## src/rtl/usf_recovery_param_if.sv

```systemverilog
// Sample/result bundle of the unlimited-sampling recovery engine; master drives the strobe and sample.
interface usf_recovery_param_if #(
    parameter int DATA_W = 16,
    parameter int OUT_W  = 24
);
    logic              en;
    logic [DATA_W-1:0] in;
    logic [OUT_W-1:0]  out;
    logic              out_valid;
    logic              primed;
    logic              busy;
    logic              overrun;

    modport master (output en, in, input out, out_valid, primed, busy, overrun);
    modport slave  (input en, in, output out, out_valid, primed, busy, overrun);
endinterface

```

## src/rtl/usf_recovery_param.sv

```systemverilog
// Unlimited-sampling recovery: ORDER-th difference, centred re-fold, ORDER integrations; USF_RECOVERY_SAT_EN clamps sums.
// Latency 2*ORDER+2 clk from the en rising edge; no backpressure -- edges arriving while busy are dropped and set overrun.
module usf_recovery_param #(
    parameter int DATA_W      = 16,
    parameter int ORDER       = 2,
    parameter int LAMBDA_LOG2 = 15,
    parameter int OUT_W       = 24
) (
    input  logic                 clk,
    input  logic                 reset,
    usf_recovery_param_if.slave  bus
);
    localparam int W  = OUT_W + 1;
    localparam int IW = (ORDER > 1) ? $clog2(ORDER) : 1;
    localparam int CW = $clog2(ORDER + 1);
    localparam logic [IW-1:0] LAST = IW'(ORDER - 1);

    typedef enum logic [2:0] {S_IDLE, S_DIFF, S_FOLD, S_INTEG, S_OUT} state_t;

    state_t            r_state;
    logic              r_en_d;
    logic [W-1:0]      r_acc;
    logic [W-1:0]      r_prev [ORDER];
    logic [OUT_W-1:0]  r_intg [ORDER];
    logic [IW-1:0]     r_idx;
    logic [CW-1:0]     r_cnt;
    logic [OUT_W-1:0]  r_out;
    logic              r_out_valid;
    logic              r_primed;
    logic              r_busy;
    logic              r_overrun;

    logic              w_rise;
    logic [W-1:0]      w_in_ext;
    logic [W-1:0]      w_fold;
    logic [W-1:0]      w_sum;
    logic [CW-1:0]     w_cnt_nxt;

    assign w_rise    = bus.en & ~r_en_d;
    assign w_in_ext  = {{(W-DATA_W){bus.in[DATA_W-1]}}, bus.in};
    // Keeping only LAMBDA_LOG2+1 bits and sign-extending maps the value into [-lambda, lambda).
    assign w_fold    = {{(W-LAMBDA_LOG2-1){r_acc[LAMBDA_LOG2]}}, r_acc[LAMBDA_LOG2:0]};
    assign w_cnt_nxt = (r_cnt == CW'(ORDER)) ? r_cnt : r_cnt + CW'(1);

`ifdef USF_RECOVERY_SAT_EN
    // acc and intg both sit inside the OUT_W range, so the W-bit sum cannot itself overflow.
    logic [W-1:0] w_sum_full;
    assign w_sum_full = r_acc + {r_intg[r_idx][OUT_W-1], r_intg[r_idx]};
    always_comb begin
        w_sum = w_sum_full;
        if (w_sum_full[W-1] != w_sum_full[W-2]) begin
            w_sum = w_sum_full[W-1] ? {2'b11, {(OUT_W-1){1'b0}}}
                                    : {2'b00, {(OUT_W-1){1'b1}}};
        end
    end
`else
    logic [OUT_W-1:0] w_sum_wrap;
    assign w_sum_wrap = r_acc[OUT_W-1:0] + r_intg[r_idx];
    assign w_sum      = {w_sum_wrap[OUT_W-1], w_sum_wrap};
`endif

    always_ff @(posedge clk) begin
        if (reset) begin
            r_state     <= S_IDLE;
            r_en_d      <= 1'b0;
            r_acc       <= '0;
            r_idx       <= '0;
            r_cnt       <= '0;
            r_out       <= '0;
            r_out_valid <= 1'b0;
            r_primed    <= 1'b0;
            r_busy      <= 1'b0;
            r_overrun   <= 1'b0;
            for (int k = 0; k < ORDER; k++) begin
                r_prev[k] <= '0;
                r_intg[k] <= '0;
            end
        end else begin
            r_en_d      <= bus.en;
            r_out_valid <= 1'b0;
            // OUT still counts as busy, so an edge coinciding with the return to IDLE is dropped.
            if (w_rise && r_state != S_IDLE) begin
                r_overrun <= 1'b1;
            end
            case (r_state)
                S_IDLE: begin
                    if (w_rise) begin
                        r_acc   <= w_in_ext;
                        r_idx   <= '0;
                        r_busy  <= 1'b1;
                        r_state <= S_DIFF;
                    end
                end
                S_DIFF: begin
                    r_acc         <= r_acc - r_prev[r_idx];
                    r_prev[r_idx] <= r_acc;
                    if (r_idx == LAST) begin
                        r_state <= S_FOLD;
                    end else begin
                        r_idx <= r_idx + IW'(1);
                    end
                end
                S_FOLD: begin
                    r_acc   <= w_fold;
                    r_idx   <= LAST;
                    r_state <= S_INTEG;
                end
                S_INTEG: begin
                    r_acc         <= w_sum;
                    r_intg[r_idx] <= w_sum[OUT_W-1:0];
                    if (r_idx == '0) begin
                        r_state <= S_OUT;
                    end else begin
                        r_idx <= r_idx - IW'(1);
                    end
                end
                S_OUT: begin
                    // acc already holds an in-range (clamped when enabled) integrator result.
                    r_out       <= r_acc[OUT_W-1:0];
                    r_out_valid <= 1'b1;
                    r_cnt       <= w_cnt_nxt;
                    r_primed    <= (w_cnt_nxt == CW'(ORDER));
                    r_busy      <= 1'b0;
                    r_state     <= S_IDLE;
                end
                default: begin
                    r_busy  <= 1'b0;
                    r_state <= S_IDLE;
                end
            endcase
        end
    end

    assign bus.out       = r_out;
    assign bus.out_valid = r_out_valid;
    assign bus.primed    = r_primed;
    assign bus.busy      = r_busy;
    assign bus.overrun   = r_overrun;
endmodule
```

## src/flat_wrapper.sv

```systemverilog
// flat-port wrapper written by rule: the top's interface ports become plain ports
module usf_recovery_param_flat 
#(
    parameter int DATA_W      = 16,
    parameter int ORDER       = 2,
    parameter int LAMBDA_LOG2 = 15,
    parameter int OUT_W       = 24
)
  (clk, reset, bus_en, bus_in, bus_out, bus_out_valid, bus_primed, bus_busy, bus_overrun);
  usf_recovery_param_if #(.DATA_W(DATA_W), .OUT_W(OUT_W)) bus_i ();
  input  logic clk;
  input  logic reset;
  input wire logic [$bits(bus_i.en)-1:0] bus_en;
  input wire logic [$bits(bus_i.in)-1:0] bus_in;
  output wire logic [$bits(bus_i.out)-1:0] bus_out;
  output wire logic [$bits(bus_i.out_valid)-1:0] bus_out_valid;
  output wire logic [$bits(bus_i.primed)-1:0] bus_primed;
  output wire logic [$bits(bus_i.busy)-1:0] bus_busy;
  output wire logic [$bits(bus_i.overrun)-1:0] bus_overrun;
  assign bus_i.en = bus_en;
  assign bus_i.in = bus_in;
  assign bus_out = bus_i.out;
  assign bus_out_valid = bus_i.out_valid;
  assign bus_primed = bus_i.primed;
  assign bus_busy = bus_i.busy;
  assign bus_overrun = bus_i.overrun;
  usf_recovery_param #(.DATA_W(DATA_W), .ORDER(ORDER), .LAMBDA_LOG2(LAMBDA_LOG2), .OUT_W(OUT_W)) u_core (.clk(clk), .reset(reset), .bus(bus_i));
endmodule
```

## config.mk

```make
export PLATFORM = sky130hd
export DESIGN_NAME = usf_recovery_param_flat
export DESIGN_NICKNAME = d
export VERILOG_FILES = /design/src/rtl/usf_recovery_param_if.sv /design/src/rtl/usf_recovery_param.sv /design/src/flat_wrapper.sv
export SDC_FILE = /design/constraint.sdc
export NUM_CORES = 1
export LEC_CHECK = 0
export ABC_AREA = 1
export ABC_CLOCK_PERIOD_IN_PS = 3450
export BUFFER_PORTS_ARGS = -buffer_cell sky130_fd_sc_hd__buf_2
export CAP_MARGIN = 10
export CORE_ASPECT_RATIO = 1.4
export CORE_MARGIN = 1.5
export CORE_UTILIZATION = 35
export DETAILED_ROUTE_END_ITERATION = 10
export PLACE_DENSITY = 0.57
export SYNTH_ARGS = -nofsm -noshare
export SYNTH_HDL_FRONTEND = slang
export SYNTH_SLANG_ARGS = --single-unit
export TNS_END_PERCENT = 50
```

## constraint.sdc

```tcl
create_clock -name clk -period 3.45 [get_ports clk]
set_input_delay 0.345 -clock clk [delete_from_list [all_inputs] [get_ports clk]]
set_output_delay 0.345 -clock clk [all_outputs]
set_load 0.01 [all_outputs]
```

Word-level counts from Yosys, hierarchy flattened
Memory sizes are Yosys's and may differ from the RTL's. A register that Yosys moved wholly into a read port is not among the register bits. Cells that the tools add are included.

Latch bits: 0. Bits in writable memories: 98. Register bits after elaboration: 60. ROM bits: 0. Bits of input ports: 19. Output and inout port bits: 28. Memories kept: 2.

Muxes and demuxes: 32. Shifts and indexed selects: 0. Order comparisons: 0. Multiply operators: 0. Divide/modulo/power cells: 0. Equal/unequal tests: 9. Reduce and logical (&&, ||, !) cells: 12. Bitwise operators: 4. $add $sub $neg: 5.

Memory list: u_core.r_prev (depth 2, width 25, rd ports 1, clocked after memory_dff 1, wr ports 2, line usf_recovery_param.sv:23) `logic [W-1:0] r_prev [ORDER];`; u_core.r_intg (depth 2, width 24, rd ports 1, clocked after memory_dff 1, wr ports 2, line usf_recovery_param.sv:24) `logic [OUT_W-1:0] r_intg [ORDER];`.

Operators by type and width (number): $pmux 25 s4 (1); $mux 25 (2); $reduce_or 25->1 (1); $sub 25x25->25 (1); $add 24x24->24 (1); $mux 24 (1); $reduce_or 24->1 (1); $mux 1 (21); $pmux 3 s4 (1); $mux 3 (3); $eq 3x2->1 const B (2); $reduce_and 3->1 (2); $reduce_bool 3->1 (2); $eq 2x2->1 const B (2); $ne 2x1->1 const B (2); $pmux 1 s4 (1); $reduce_and 2->1 (2); $reduce_bool 4->1 (1); $eq 3x1->1 const B (1); $eq 3x3->1 const B (1); $logic_not 3->1 (1); $not 1->1 (3); $reduce_or 3->1 (1); $add 2x1->2 const B (1); 7 further kinds (7).

Longest topological paths before layout
Gate-level depths: netlist of run 1.

Depth in word-level cells: 6. Depth in mapped cells: 20. Gate-level depth less buffers: 18.

Worst setup path before layout of run 1
OpenSTA, ideal clock, no wires.

Path kind: register to register. Start: register with a tool-made name. End: memory u_core.r_intg[1][12] (data pin). Slack: 624 ps. Cell stages (with the launch flop): 15. Setup time: 266 ps. Buffers on the path: 3. Data arrival time: 2560 ps. Clock period less this slack: 2826 ps. Cells stage by stage: dfxtp_1 clkbuf_1 clkbuf_1 buf_2 mux2_2 ha_1 nand2_1 inv_1 a21oi_1 nand2_1 inv_1 nand2_1 or2_2 nand2_1 nor2_1.

RTL lines (line): end, declared (usf_recovery_param.sv:24).

==> impl_metrics.yaml, run 1 <==
clocking:
  root_buffer: "clkbuf_16"
  numCtsBuffers: 17
  clkSinkCount: 155
  clock_path_buffers: 2
  clk_pin_slew_ns: 0.07
  hold_buffers: 0
  ctsHtreeMaxLevel: 4
  cts_tree: "done"
  post_cts_buffers: 0
  clock_latency_ns: 0.44
  cts_resized: 0
detailed_routing:
  avgViaCountPerCell: 4.84
  drt_iter0_markers: 484
  drt-pass1-iter-count: 5
  wl_um: 28300
  drc: 0
  post_drt_wl_per_cell_um: 16.2
  via_count: 8469
  ant_nets: 0
synthesis:
  synth_warnings: 0
  ys_ff_latch: 155
  async_flop_share_pct: 0
  synth_edf_count: 96
  synth_ff_type: "edfxtp_1"
  syn_inst: 1321
  synth_area_leader_cell: "edfxtp_1"
  synthesis.nets: 1389
  synth_area_leaders: "edfxtp_1 (30%), nand2_1 (14%), dfxtp_1 (12%), inv_1 (8.2%), nor2_1 (7.7%)"
  synthesis.area_mm2: 0.00970
  yosys.cell_types.count: 39
  yosysTopAreaCellShare_pct: 29.7
  synth_seq_area_share_pct: 41.9
  syn_area_per_cell_um2: 7.34
global_route:
  grt_pass1_vias: 8462
  antenna_found_initial: 0
  grt_overflow_total: 0
  grt.total_usage_pct: 21.1
  grt_pass1_wl_um: 45100
  grt_max_degree: 49
timing:
  tightest_slew_ns: 0.685
  finClkSkew_ns: 0.0114
  rsz0062_at_grt: "no"
  period_needed_ns: 3.06
  min_period_over_period_pct: 88.8
  setup_viol: 0
  finalMaxSlewViolations: 0
  relSlewSlack_pct: 54.4
  clock.fmax_mhz: 326
  whs_ns: 0.135
  hold_violations: 0
  fin_tns_setup_ns: 0
layout:
  drive_above_1_share_pct: 9.97
  syn2layout_area_growth_pct: 13.4
  finalNetCount: 1439
  antenna_cells: 0
  n_fill_cell: 2832
  seqCellArea_mm2: 0.00407
  multi_input_area_mm2: 0.00468
critical_path:
  crit_path_start_kind: "register"
  crit_fanout: 12
  crit_required_ns: 3.78
  cp.arrival_ns: 3.39
  critPathKind: "register to register"
  crit_path_end_kind: "register"
worst_hold_path:
  hold_path_class: "input port to register"
place:
  dpl.hpwl_um: 21900
  gp_congestion: 0.921
  io_buffer_count: 46
pwr:
  ir_drop_mv: 0.379
  p_leak_uw: 0.00527
  pwr_density_cell_mw_per_mm2: 569
die:
  core_area_mm2: 0.0271
  die_area_mm2: 0.0287
  die_x_um: 144
  initial_utilization_pct: 35.8
  dieHeight_um: 200
  fp-row-count: 71
  ios: 47
status:
  outcome: "finished clean"
flow_run:
  cap_viol_max_count: 0
==> cell type report <==
| class | instances | share of cell area, % |
|---|---|---|
| clock buffer | 22 | 4.80 |
| clock inverter | 10 | 0.671 |
| inverter | 217 | 7.41 |
| multi-input combinational | 916 | 42.6 |
| sequential | 155 | 37.0 |
| tap | 365 | 4.15 |
| timing repair buffer | 64 | 3.44 |
==> layer usage <==
layer	wire length, um	GRT usage [%]	share of wire [%]	up-vias
li1	-	-	-	4340
met1	11800	24.3	42	3880
met2	14300	38.1	51	195
met3	963	2.86	3.4	54
met4	1170	10.4	4.2	0
met5	0	0	0	-
==> layout by cell type, fill, tap and decap left out, types with 4 or more instances in the layout <==
| cell | n |
|---|---|
| o21ai_1 | 15 |
| nand3_1 | 84 |
| a41oi_1 | 4 |
| mux2_2 | 24 |
| buf_2 | 46 |
| nor3_1 | 4 |
| or2_2 | 6 |
| dfxtp_1 | 58 |
| inv_1 | 212 |
| nand2_1 | 354 |
| nand4_1 | 13 |
| o21ai_0 | 43 |
| inv_2 | 5 |
| xor2_1 | 9 |
| buf_4 | 17 |
| ha_1 | 47 |
| nor2_1 | 200 |
| a21oi_1 | 60 |
| nand3b_1 | 8 |
| mux2i_1 | 21 |
| edfxtp_1 | 96 |
| clkbuf_16 | 20 |
==> metrics by stage <==
stage | power (uW) | cell area, um2 | util [%] | setup slack (ns) | instances
2_1_floorplan | 3790 | 9700 | - | 0.624 | 1321
6_report | 6260 | 11000 | 40.6 | 0.387 | 1749
4_1_cts | 6290 | 11000 | 40.6 | 0.386 | 1749
3_5_place_dp | 4390 | 10400 | 38.4 | 0.418 | 1717
3_3_place_gp | 4380 | 10400 | 38.4 | 0.431 | 1717
5_1_grt | 6660 | 11000 | 40.6 | 0.152 | 1749
==> registers in the layout (all words and copies together), names as in the netlist, named ones only <==
name                  cells
u_core.bus.primed         1
u_core.r_en_d             1
u_core.r_intg            48
u_core.r_idx              1
u_core.r_state            3
u_core.bus.overrun        1
u_core.bus.out           24
u_core.r_prev            48
u_core.bus.busy           1
u_core.r_acc             24
u_core.r_cnt              1
u_core.bus.out_valid      1
==> report_power, final <==
part / internal (uW) / total, uW / switching (uW)
clock: 1100 / 1890 / 796
sequential: 2100 / 2230 / 134
combinational: 701 / 2140 / 1440
total: 3890 / 6260 / 2370
==> cells in the mapped netlist (3+ instances only) <==
cell        n
a21oi_1    60
a41oi_1     4
and2_1      3
buf_2       8
clkbuf_1   23
dfxtp_1    59
edfxtp_1   96
ha_1       47
inv_1     212
inv_2       5
mux2_2     24
mux2i_1    21
nand2_1   354
nand3_1    84
nand3b_1    8
nand4_1    13
nor2_1    200
nor3_1      4
o21ai_0    43
o21ai_1    15
or2_2       6
xor2_1      9
==> logic make-up after synthesis <==
group	share of synthesized area (%)
AOI/OAI and AO/OA	7.24
xor gates and xnor gates	0.993
adders and majority gates	6.47
buffers and inverters	9.85
DFF	41.9
muxes	4.95
and+or+nand+nor	28.6
==> worst paths after layout <==
path              slack (ns)                         start                       endpoint  cells past startpoint
hold / removal          0.14                        bus_en       u_core.r_en_d$_SDFF_PP0_                      3
hold reg to reg         0.47  u_core.r_cnt[0]$_SDFFE_PP0P_   u_core.r_cnt[0]$_SDFFE_PP0P_                      2
setup / recovery        0.39                      register  u_core.r_acc[12]$_SDFFE_PP0P_                     15
setup reg to reg        0.39                      register  u_core.r_acc[12]$_SDFFE_PP0P_                     15
==> critical path: stages (launching register included) <==
cell     delay, ns
dfxtp_2       0.57
mux2_2        0.43
ha_1          0.23
fa_1          0.38
inv_1         0.13
nand2_1       0.09
o21ai_1       0.31
nand2_1       0.09
nand2_1       0.15
nand2_1       0.09
nand2_1       0.07
nand2_1       0.05
nand3_1       0.12
nand3_1       0.10
nor2_1        0.09
nor2_1        0.05
Note: power is estimated with default switching activity, not from simulation.
==> run 2: changes to the inputs <==
Settings changed: ABC_AREA 1 to default, PLACE_DENSITY 0.57 to 0.58.
==> impl_metrics.yaml, run 2 <==
clocking:
  root_buffer: "clkbuf_16"
  clock_path_buffers: 2
  ctsHtreeMaxLevel: 4
  clk_pin_slew_ns: 0.07
  clock_latency_ns: 0.44
  cts_tree: "done"
  clkSinkCount: 155
  numCtsBuffers: 17
layout:
  layout_common_cells: "nor2_1 (100), edfxtp_1 (96), nand2_1 (93)"
  fin_area_mm2: 0.0101
  fin_cells: 1260
  fin_util_pct: 42.2
  drive_above_1_share_pct: 18.9
  antenna_cells: 0
  finalNetCount: 1005
  syn2layout_area_growth_pct: 17.7
  top_regs: "u_core.r_intg x48, u_core.r_prev x48"
  final_common_cell: "nor2_1"
  n_fill_cell: 2309
die:
  die_area_mm2: 0.0256
  core_area_mm2: 0.0241
  die_x_um: 136
  dieHeight_um: 189
  initial_utilization_pct: 35.8
  fp-row-count: 67
  ios: 47
place:
  gp_congestion: 0.815
  place_inst: 1227
  postPlaceCellArea_mm2: 0.00944
  io_buffer_count: 46
  place_ws_ns: -0.0529
  dpl.hpwl_um: 15800
timing:
  relSlewSlack_pct: 28.4
  setup_viol: 0
  finalMaxSlewViolations: 0
  finClkSkew_ns: 0.0107
  clock.fmax_mhz: 297
  min_period_over_period_pct: 97.6
  rsz0062_at_grt: "yes"
  setup_ws_ns: 0.0816
  hold_violations: 0
  tightest_slew_ns: 1.07
  period_needed_ns: 3.37
critical_path:
  critPathKind: "register to register"
  cpPeakStageDelay_ns: 0.50
  crit_fanout: 4
  cp_top_family: "compound AO/OA/AOI/OAI gates"
  crit_path_start_kind: "register"
  cp.buffers_inverters: 0
  crit_required_ns: 3.60
  cp_cell_sequence: "mux2_2 -> ha_4 -> fa_2 -> a211o_1 -> a211oi_4 -> o311ai_4 -> a311oi_4 -> a21oi_2 -> or4_4 -> nand3_4 -> nor2_1"
  cp.arrival_ns: 3.52
  crit_path_end_kind: "register"
  cp_slowest_cell: "or4_4"
synthesis:
  synth_warnings: 0
  yosys.cell_types.count: 63
  synthesis.nets: 936
  synth_area_leaders: "edfxtp_1 (33%), dfxtp_1 (14%), ha_1 (6.8%), nor2_1 (4.4%), a21oi_1 (4.3%)"
  synth_area_leader_cell: "edfxtp_1"
  async_flop_share_pct: 0
  synth_edf_count: 96
  synthesis.area_mm2: 0.00862
  yosysMostFrequentCell: "nor2_1"
  syn_area_per_cell_um2: 9.93
  synth_ff_type: "edfxtp_1"
  synth_seq_area_share_pct: 47.1
  netlist_top_cells_count: "nor2_1 (100), edfxtp_1 (96), nand2_1 (93)"
  ys_ff_latch: 155
  syn_inst: 868
  yosysTopAreaCellShare_pct: 33.4
pwr:
  total_power_uw: 5780
  p_leak_uw: 0.00410
  ir_drop_mv: 0.373
  pwr_density_cell_mw_per_mm2: 569
detailed_routing:
  drt-pass1-iter-count: 7
  drt_iter0_markers: 456
  wl_um: 21700
  via_count: 6567
  post_drt_wl_per_cell_um: 17.2
  avgViaCountPerCell: 5.21
  ant_nets: 0
  drc: 0
status:
  outcome: "finished clean"
worst_hold_path:
  hold_path_class: "input port to register"
  hp-start: "bus_en"
global_route:
  grt.total_usage_pct: 17.6
  grt_pass1_wl_um: 34500
  grt_overflow_total: 0
  antenna_found_initial: 0
  grt_max_degree: 35
  grt_pass1_vias: 6414
flow_run:
  cap_viol_max_count: 0
==> run 2: path summary, 6_finish.rpt <==
path	depth (start not counted)	slack (ns)	to
max	11	0.08	u_core.r_intg[0][20]$_SDFFCE_PN0P_
min	2	0.13	u_core.r_en_d$_SDFF_PP0_
max reg2reg	11	0.08	u_core.r_intg[0][20]$_SDFFCE_PN0P_
min reg2reg	2	0.45	u_core.bus.out[22]$_SDFFE_PP0P_
==> run 2: per-stage QoR <==
stage / setup TNS, ns / hold WS, ns
finish: 0 / 0.132
global route: -0.0260 / 0.123
CTS: -0.0367 / 0.120
detailed placement: -0.116 / 0.446
global placement: -0.0245 / 0.440
floorplan: 0 / 0.436
==> run 2: cell type report <==
class                           instances  area (um2)  share of cell area [%]
Timing Repair Buffer                   92         594                    5.86
Inverter                               13        48.8                   0.481
Clock buffer                           17         425                    4.19
Multi-Input combinational cell        658        4480                    44.2
Clock inverter                         15         141                    1.39
Sequential cell                       155        4070                    40.1
Tap cell                              310         388                    3.82
==> run 2: timing repair <==
action	CTS	global route
gates resized for setup	2	21
pin swaps	1	5
buffers inserted	0	1
gates cloned	0	0
setup endpoints to repair	4	20
hold buffers	0	0
==> run 2: cell families (layout without fill, tap and decap cells) <==
family                   after synthesis  after routing  share of synthesized area, %
buffers and inverters                 55            137                          2.40
multiplexers                          54             54                          6.66
AO/OA/AOI/OAI                        204            204                          15.7
adder cells (fa/ha/maj)               49             49                          7.29
XOR/XNOR                              40             40                          4.06
flip-flops                           155            155                          47.1
AND/OR/NAND/NOR                      311            311                          16.7
==> run 2: report_power, final <==
group	switching [uW]	internal (uW)
Combinational	1000	756
Sequential	125	2090
Clock	807	1000
Total	1930	3840
==> run 2: metal layers <==
metal,track usage [%],part of all wire [%],vias up
met5,0,0,-
met4,6.16,2.1,0
met3,2.93,3.7,32
met2,29.7,50,134
met1,22.6,45,3122
li1,-,-,3279
==> run 3: changes to the inputs <==
Settings changed: CORE_ASPECT_RATIO 1.4 to 0.8, MAX_ROUTING_LAYER from default to met4.
==> impl_metrics.yaml, run 3 (synthesis results as in run 2) <==
status:
  outcome: "finished clean"
critical_path:
  critPathKind: "register to register"
  r2r-end: "u_core.r_acc[21]$_SDFFE_PP0P_"
  cp_top_family: "simple AND/OR/NAND/NOR gates"
  cp_cell_sequence: "buf_4 -> buf_4 -> mux2_2 -> ha_1 -> and3_1 -> and3_1 -> nand3_1 -> a21o_1 -> and2_1 -> o311ai_2 -> xnor2_1 -> buf_4 -> o221a_1 -> nor3_1"
  cpMostUsedCell: "buf_4"
  r2r_slack_ns: 0.13
  cp.buffers_inverters: 3
  crit_path_start_kind: "register"
  cp_slowest_cell: "ha_1"
  ff2ff_path_depth: 14
  crit_path_end_kind: "register"
  crit_fanout: 7
  cp.arrival_ns: 3.68
  crit_required_ns: 3.80
  cpPeakStageDelay_ns: 0.37
pwr:
  combPwrFrac_pct: 30.2
  pwr_density_cell_mw_per_mm2: 581
  p_leak_uw: 0.00405
  seqPwrFrac_pct: 38.2
  switchingPower_uw: 1940
  power_frac_clock_pct: 31.6
  ir_drop_mv: 0.382
  intPower_uw: 3900
  swShare_pct: 33.2
place:
  dpl.hpwl_um: 15900
  postPlaceCellArea_mm2: 0.00942
  io_buffer_count: 46
  place_ws_ns: -0.0115
  gp_congestion: 0.881
layout:
  fin_util_pct: 41.4
  drive_above_1_share_pct: 18.2
  fin_area_mm2: 0.0101
  final_common_cell: "nor2_1"
  layout_common_cells: "nor2_1 (100), edfxtp_1 (96), nand2_1 (93)"
  finalNetCount: 1001
  antenna_cells: 0
  syn2layout_area_growth_pct: 16.6
  top_regs: "u_core.r_intg x48, u_core.r_prev x48"
timing:
  relSlewSlack_pct: 29.1
  finalMaxSlewViolations: 0
  rsz0062_at_grt: "yes"
  period_needed_ns: 3.32
  setup_ws_ns: 0.127
  tightest_slew_ns: 1.06
  min_period_over_period_pct: 96.3
  hold_violations: 0
  clock.fmax_mhz: 301
  finClkSkew_ns: 0.0133
  setup_viol: 0
die:
  initial_utilization_pct: 35.5
  fp-row-count: 51
  die_area_mm2: 0.0256
  die_x_um: 178
  ios: 47
  dieHeight_um: 143
  core_area_mm2: 0.0242
global_route:
  grt_max_degree: 37
  antenna_found_initial: 0
  grt.total_usage_pct: 18.5
  grt_pass1_vias: 6019
  grt_overflow_total: 0
  grt_pass1_wl_um: 34400
clocking:
  ctsHtreeMaxLevel: 4
  numCtsBuffers: 17
  clk_pin_slew_ns: 0.07
  cts_tree: "done"
  root_buffer: "clkbuf_16"
  hold_buffers: 0
  clock_latency_ns: 0.43
  clkSinkCount: 155
  clock_path_buffers: 2
detailed_routing:
  wl_um: 22300
  drt-pass1-iter-count: 5
  via_count: 6551
  avgViaCountPerCell: 5.18
  drt_iter0_markers: 522
  post_drt_wl_per_cell_um: 17.6
  ant_nets: 0
  drc: 0
worst_hold_path:
  min_path_cells: 2
  holdPathEnd: "u_core.r_en_d$_SDFF_PP0_"
  hold_path_class: "input port to register"
  hp-start: "bus_en"
flow_run:
  cap_viol_max_count: 0
-- run 3: how the worst max path moves through the flow --
stage	from	end	slack, ns	depth (start not counted)
final	register	u_core.r_acc[21]$_SDFFE_PP0P_	0.13	14
after global routing	register	u_core.r_acc[23]$_SDFFE_PP0P_	-0.02	12
after CTS	register	u_core.r_intg[0][20]$_SDFFCE_PN0P_	0.02	11
after detailed placement	register	u_core.r_acc[20]$_SDFFE_PP0P_	-0.01	13
after global placement	register	u_core.r_intg[0][20]$_SDFFCE_PN0P_	0.07	11
after floorplan	register	u_core.r_intg[1][20]$_SDFFCE_PN0P_	0.02	12
-- run 3: final cells by class --
cell class	count	area [um2]
sequential	155	4070
clock buffer	21	440
tap	318	398
clock inverter	11	123
inverter	13	48.8
timing repair buffer	88	558
fill	2394	14200
multi-input combinational	658	4420
-- run 3: power by group through the flow --
stage | logic (uW) | registers [uW] | clock network (uW)
CTS | 1710 | 2230 | 1870
global placement | 1690 | 2270 | 0
global route | 1940 | 2250 | 1950
detailed placement | 1690 | 2270 | 0
floorplan | 1220 | 2190 | 0
finish | 1760 | 2230 | 1840
-- run 3: per-stage QoR --
stage,total power [uW],hold WS (ns),TNS (ns),instances
floorplan,3410,0.436,0,868
global placement,3950,0.441,0,1230
detailed placement,3960,0.443,-0.0115,1230
CTS,5810,0.130,0,1262
global route,6140,0.138,-0.0321,1264
finish,5840,0.141,0,1264
-- run 3: timing repair --
action                                 CTS  global route
endpoints found under the hold margin    0             0
gates resized for setup                  1            10
buffers inserted                         0             2
pin swaps                                0             3
gates cloned                             0             0
setup endpoints to repair                1            12
-- run 3: metal layers --
| layer | up-vias | track usage, % | part of all wire, % |
|---|---|---|---|
| met4 | 0 | 4.52 | 1.1 |
| met5 | - | - | 0 |
| met1 | 3104 | 27.7 | 52 |
| met2 | 159 | 25.5 | 41 |
| li1 | 3270 | - | - |
| met3 | 18 | 3.15 | 5.4 |
